## src/rtl/multi_cycle_ctrl.sv

```systemverilog
// ---------------------------------------------------------------------------
// multi_cycle_ctrl
//
// Main sequencing FSM of the multi-cycle CPU. Each instruction walks through
// IF -> ID -> EX -> MEM -> WB, skipping the phases its opcode does not need.
// This block is the only source of the register-file phase strobes, so the
// register file reads only in ID and writes only in WB.
//
// Parameters
//   OP_W   opcode width (MIPS-style op field)
//   CNT_W  retired-instruction counter width
//
// Ports
//   clk                  clock, rising edge
//   rst                  asynchronous reset, active low
//   op                   opcode field from the IR (decoded live in ID only)
//   imem_ready           instruction memory word available
//   dmem_ready           data memory access complete
//   state                current state: IF=0 ID=1 EX=2 MEM=3 WB=4
//   state_regfile_read   high in ID
//   state_regfile_write  high in WB
//   reg_we               register file write enable (WB)
//   reg_dst              1 = rd (R-type), 0 = rt; meaningful in WB
//   mem_to_reg           1 for lw; meaningful in WB
//   imem_req             instruction fetch request (IF)
//   ir_we, pc_we         IR / PC write enables on the fetch handshake cycle
//   pc_src               0 = PC+4, 1 = branch target, 2 = jump target
//   branch_en            EX of beq; the datapath ANDs it with ALU zero
//   jump_we              ID of j
//   dmem_req, dmem_we    data memory request / write (MEM)
//   illegal_op           one-cycle pulse in ID on an unknown opcode
//   retire               one-cycle pulse on the last cycle of an instruction
//   instr_count          retired-instruction count, wraps
// ---------------------------------------------------------------------------
module multi_cycle_ctrl #(
    parameter int OP_W  = 6,
    parameter int CNT_W = 32
) (
    input  logic             clk,
    input  logic             rst,
    input  logic [OP_W-1:0]  op,
    input  logic             imem_ready,
    input  logic             dmem_ready,
    output logic [2:0]       state,
    output logic             state_regfile_read,
    output logic             state_regfile_write,
    output logic             reg_we,
    output logic             reg_dst,
    output logic             mem_to_reg,
    output logic             imem_req,
    output logic             ir_we,
    output logic             pc_we,
    output logic [1:0]       pc_src,
    output logic             branch_en,
    output logic             jump_we,
    output logic             dmem_req,
    output logic             dmem_we,
    output logic             illegal_op,
    output logic             retire,
    output logic [CNT_W-1:0] instr_count
);

    typedef enum logic [2:0] {
        S_IF  = 3'd0,
        S_ID  = 3'd1,
        S_EX  = 3'd2,
        S_MEM = 3'd3,
        S_WB  = 3'd4
    } state_t;

    typedef enum logic [3:0] {
        C_R, C_LW, C_SW, C_BEQ, C_J, C_ADDI, C_ORI, C_LUI, C_ILL
    } op_class_t;

    localparam logic [OP_W-1:0] OPC_R    = OP_W'(6'b000000);
    localparam logic [OP_W-1:0] OPC_LW   = OP_W'(6'b100011);
    localparam logic [OP_W-1:0] OPC_SW   = OP_W'(6'b101011);
    localparam logic [OP_W-1:0] OPC_BEQ  = OP_W'(6'b000100);
    localparam logic [OP_W-1:0] OPC_J    = OP_W'(6'b000010);
    localparam logic [OP_W-1:0] OPC_ADDI = OP_W'(6'b001000);
    localparam logic [OP_W-1:0] OPC_ORI  = OP_W'(6'b001101);
    localparam logic [OP_W-1:0] OPC_LUI  = OP_W'(6'b001111);

    function automatic op_class_t classify(input logic [OP_W-1:0] o);
        op_class_t c;
        case (o)
            OPC_R:    c = C_R;
            OPC_LW:   c = C_LW;
            OPC_SW:   c = C_SW;
            OPC_BEQ:  c = C_BEQ;
            OPC_J:    c = C_J;
            OPC_ADDI: c = C_ADDI;
            OPC_ORI:  c = C_ORI;
            OPC_LUI:  c = C_LUI;
            default:  c = C_ILL;
        endcase
        return c;
    endfunction

    state_t           state_reg;
    logic [OP_W-1:0]  op_q_reg;
    logic [CNT_W-1:0] instr_count_reg;

    op_class_t id_cls;   // live decode, only meaningful in ID
    op_class_t q_cls;    // decode of the captured opcode for EX/MEM/WB

    assign id_cls = classify(op);
    assign q_cls  = classify(op_q_reg);

    // Unmasked output values; gated with rst below so every output is
    // forced low while reset is held, independent of the flop state.
    logic       rf_read_c, rf_write_c, reg_we_c, reg_dst_c, mem_to_reg_c;
    logic       imem_req_c, ir_we_c, pc_we_c, branch_en_c, jump_we_c;
    logic       dmem_req_c, dmem_we_c, illegal_op_c, retire_c;
    logic [1:0] pc_src_c;

    always_comb begin
        rf_read_c    = 1'b0;
        rf_write_c   = 1'b0;
        reg_we_c     = 1'b0;
        reg_dst_c    = 1'b0;
        mem_to_reg_c = 1'b0;
        imem_req_c   = 1'b0;
        ir_we_c      = 1'b0;
        pc_we_c      = 1'b0;
        pc_src_c     = 2'd0;
        branch_en_c  = 1'b0;
        jump_we_c    = 1'b0;
        dmem_req_c   = 1'b0;
        dmem_we_c    = 1'b0;
        illegal_op_c = 1'b0;
        retire_c     = 1'b0;
        case (state_reg)
            S_IF: begin
                imem_req_c = 1'b1;
                if (imem_ready) begin
                    ir_we_c = 1'b1;
                    pc_we_c = 1'b1;
                end
            end
            S_ID: begin
                rf_read_c = 1'b1;
                if (id_cls == C_J) begin
                    jump_we_c = 1'b1;
                    pc_src_c  = 2'd2;
                    retire_c  = 1'b1;
                end else if (id_cls == C_ILL) begin
                    illegal_op_c = 1'b1;
                end
            end
            S_EX: begin
                if (q_cls == C_BEQ) begin
                    branch_en_c = 1'b1;
                    pc_src_c    = 2'd1;
                    retire_c    = 1'b1;
                end
            end
            S_MEM: begin
                dmem_req_c = 1'b1;
                dmem_we_c  = (q_cls == C_SW);
                // A store finishes on its handshake cycle; a load still needs WB.
                retire_c   = dmem_ready && (q_cls == C_SW);
            end
            S_WB: begin
                rf_write_c   = 1'b1;
                reg_we_c     = 1'b1;
                reg_dst_c    = (q_cls == C_R);
                mem_to_reg_c = (q_cls == C_LW);
                retire_c     = 1'b1;
            end
            default: ;  // encodings 5..7: all outputs stay low
        endcase
    end

    // Sequencer: state, captured opcode and retire counter.
    always_ff @(posedge clk or negedge rst) begin
        if (!rst) begin
            state_reg       <= S_IF;
            op_q_reg        <= '0;
            instr_count_reg <= '0;
        end else begin
            if (retire_c) begin
                instr_count_reg <= instr_count_reg + CNT_W'(1);
            end
            case (state_reg)
                S_IF: begin
                    if (imem_ready) state_reg <= S_ID;
                end
                S_ID: begin
                    op_q_reg <= op;
                    if (id_cls == C_J || id_cls == C_ILL) state_reg <= S_IF;
                    else                                   state_reg <= S_EX;
                end
                S_EX: begin
                    case (q_cls)
                        C_BEQ:                      state_reg <= S_IF;
                        C_LW, C_SW:                 state_reg <= S_MEM;
                        C_R, C_ADDI, C_ORI, C_LUI:  state_reg <= S_WB;
                        default:                    state_reg <= S_IF;
                    endcase
                end
                S_MEM: begin
                    if (dmem_ready) begin
                        state_reg <= (q_cls == C_LW) ? S_WB : S_IF;
                    end
                end
                S_WB:    state_reg <= S_IF;
                default: state_reg <= S_IF;
            endcase
        end
    end

    assign state               = state_reg;
    assign instr_count         = instr_count_reg;
    assign state_regfile_read  = rst & rf_read_c;
    assign state_regfile_write = rst & rf_write_c;
    assign reg_we              = rst & reg_we_c;
    assign reg_dst             = rst & reg_dst_c;
    assign mem_to_reg          = rst & mem_to_reg_c;
    assign imem_req            = rst & imem_req_c;
    assign ir_we               = rst & ir_we_c;
    assign pc_we               = rst & pc_we_c;
    assign pc_src              = rst ? pc_src_c : 2'd0;
    assign branch_en           = rst & branch_en_c;
    assign jump_we             = rst & jump_we_c;
    assign dmem_req            = rst & dmem_req_c;
    assign dmem_we             = rst & dmem_we_c;
    assign illegal_op          = rst & illegal_op_c;
    assign retire              = rst & retire_c;

endmodule

```

## config.mk

```make
export PLATFORM = sky130hd
export DESIGN_NAME = multi_cycle_ctrl
export DESIGN_NICKNAME = d
export VERILOG_FILES = /design/src/rtl/multi_cycle_ctrl.sv
export SDC_FILE = /design/constraint.sdc
export NUM_CORES = 1
export LEC_CHECK = 0
export CELL_PAD_IN_SITES_DETAIL_PLACEMENT = 0
export CELL_PAD_IN_SITES_GLOBAL_PLACEMENT = 1
export CORE_ASPECT_RATIO = 1.1
export CORE_MARGIN = 2
export CORE_UTILIZATION = 30
export DETAILED_ROUTE_END_ITERATION = 16
export PLACE_DENSITY = 0.68
export SYNTH_ARGS = -nofsm -noshare
export SYNTH_HDL_FRONTEND = slang
export SYNTH_SLANG_ARGS = --single-unit
```

## constraint.sdc

```tcl
create_clock -name clk -period 9.94 [get_ports clk]
set_input_delay 2.982 -clock clk [delete_from_list [all_inputs] [get_ports clk]]
set_output_delay 2.982 -clock clk [all_outputs]
set_load 0.01 [all_outputs]
```

==> run metrics <==
P&R area growth vs syn 37.0%; clock insertion delay at the later pin of the skew report 0.29 ns; CP max FO 33; number of fill cells about 700; clock sink total 41; CP delay by family, top buffers and inverters; fin. max-slew vios 0; Crit. End Element output port; Post-synth EDFFs 0; mux cell area share after synthesis about 4.1%; min-delay worst type flop to flop; Adder-Cell Fraction of Synth Area between 1 and 1.5%; FMAX between 100 and 150 MHz; Lkg Pwr between 1 and 1.5 nW; CP Buf/Inv Count 3; Worst path max stage delay roughly 0.6 ns; Post-CTS Resized 0; largest net degree at the start of global routing 38; fraction of the mapped netlist area in compound gates about 2.9%; final period utilization 85.3%; min cycle time layout 8.47 ns; 1st-iter DRT viols 73; max reg flops 32; Worst-path clk slew about 0.070 ns; post-synth top area share approximately 48%; Die Wd ~85 um; leading area contributor after synthesis dfrtp_1; worst-margin pin slew approximately 0.5 ns; Ports 61; CTS Buffer Depth 2; Synth warnings 0; htree depth 2; power density over cell area about 170 nW/um^2; post-synthesis cell count 214; RSZ-0062 raised after global routing no; Final Net Count between 200 and 300; Routed WL per cell 14.3 um; CTS tree built; number of buffers created by CTS 5; status complete, no violations; area share of xor/xnor cells in the synthesized design between 10 and 15%; count leader, synth dfrtp_1; Simple-Gate Fraction of Synth Area around 29%; Routed WL between 5 and 6 mm; clk_skew 0.00920 ns; Vias per Instance ~5.0; #FFs+latches synth 41; Hold Slack 0.479 ns; largest family of logic cells by synthesized area simple AND/OR/NAND/NOR gates; Via Count between 1500 and 2000; ys flop type dfrtp_1; Remaining DRCs 0; Fin. Hold Viols 0; global-route wire length before repair ~8.6 mm; number of global-route vias before repair 1715; CP Class input pin to output port; CP most frequent cell clkdlybuf4s50_1; DP Wirelength roughly 3.7 mm; postcts setup bufs 0; crit start category input pin; Post-CTS Hold Fix Bufs 0; Worst Path Arrival around 5.5 ns; Placer Congestion approximately 0.76; Synth area leaders dfrtp_1 (48%), xor2_1 (11%), nor3_1 (4.2%); n_diodes 0; mapped cell area between 2000 and 2500 um^2; Die Area 7870 um^2; Die Ht approximately 93 um; final setup TNS 0 ns; Mapped Nets 225; max cap viols 0; Seq/Total Area, Yosys about 48%; DRT Pass-1 Iters 4; fraction of layout cells with a size suffix above 1 8.79%; Critical Path Slowest Stage Cell or4_1; GRT overflow 0; row cnt 32; utilization after layout 42.3%; initial antenna violation count 0; GRT Overall Usage 13.7%; post-synth cell types 37; FFs w/ async S/R, synth 100%; Crit path required time 6.96 ns; Setup violations, final 0; core area 6970 um^2; Clk Tree Root Cell clkbuf_8; Final ANT Viol Nets 0; list of most frequent post-synthesis cells dfrtp_1 (41), xor2_1 (28), nor3_1 (18); Max-slew headroom between 60% and 70%; IO buf count 60; effective utilization at floorplan a little under a third; crit path cell chain clkdlybuf4s50_1 -> or4_1 -> o31ai_1 -> a211oi_4 -> buf_4 -> nor2b_1 -> clkdlybuf4s50_1; Max VDD drop around 85 uV; Syn Area/Cell 10.1 um^2
## cells in the final DEF (no fill, tap or decap), types with 2 or more instances in the layout
master,count
xor2_1,28
nor3_1,18
and4_1,2
inv_1,4
clkbuf_8,6
mux2_2,7
nor2_1,12
buf_4,2
a21oi_1,4
dfrtp_1,41
nand3b_1,3
xnor2_1,3
nor4b_1,2
or2_2,2
or4_1,6
nand3_1,9
clkdlybuf4s50_1,59
nor4_1,13
nand2_1,15
and2_1,2
or4_4,2
nand2b_1,9
nand4_1,5
or3_1,3
## per-layer routing
layer | track usage, % | vias to the layer above | part of all wire (%)
li1 | - | 879 | -
met5 | 0 | - | 0
met4 | 4.37 | 0 | 1.3
met3 | 2.50 | 6 | 4.2
met1 | 18.7 | 871 | 45
met2 | 21.9 | 38 | 49
## cell type report
cell class	count	area, um^2	area share (%)
timing repair buffer	62	611	20.7
tap	85	106	3.61
clock inverter	1	30.0	1.02
sequential	41	1030	34.8
multi-input combinational	158	1070	36.4
clock buffer	7	86.3	2.93
inverter	4	15.0	0.509
## where the power goes
group          switching, mW  internal (mW)
Combinational         0.0580         0.0681
Sequential            0.0356          0.189
Clock                 0.0547         0.0819
Total                  0.148          0.339
## cell families (layout without fill, tap and decap cells)
logic type,after synthesis,in the layout
adder cells (fa/ha/maj),2,2
buffers and inverters,15,74
multiplexers,8,8
XOR/XNOR,31,31
flip-flops,41,41
AND/OR/NAND/NOR,107,107
AO/OA/AOI/OAI,10,10
## worst paths after layout
path	slack (ns)	cells after the start	end	startpoint
setup / recovery	1.47	7	retire	op[0]
hold / removal	0.48	1	instr_count[31]	instr_count[31]
max in group asynchronous	6.69	2	op_q_reg[2]	rst
setup reg to reg	7.45	6	instr_count[17]	op_q_reg[1]
min in group asynchronous	2.54	1	instr_count[31]	rst
hold reg to reg	0.48	1	instr_count[31]	instr_count[31]
## worst register-to-register path, stage by stage, from the launching register on
cell	delay, ns
dfrtp_1	0.42
or4_1	0.61
nor4_1	0.49
a211oi_4	0.07
buf_4	0.26
nor4b_1	0.41
xor2_1	0.18
## metrics by stage
stage               total power, mW  setup WS, ns  instance area, um^2  instances
CTS                           0.495          1.47                 2950        358
floorplan                     0.294          2.59                 2150        214
finish                        0.487          1.47                 2950        358
global placement              0.356          1.46                 2830        350
global route                  0.519          1.33                 2950        358
detailed placement            0.355          1.47                 2830        350
No activity file was read; power rests on OpenSTA's default activity.
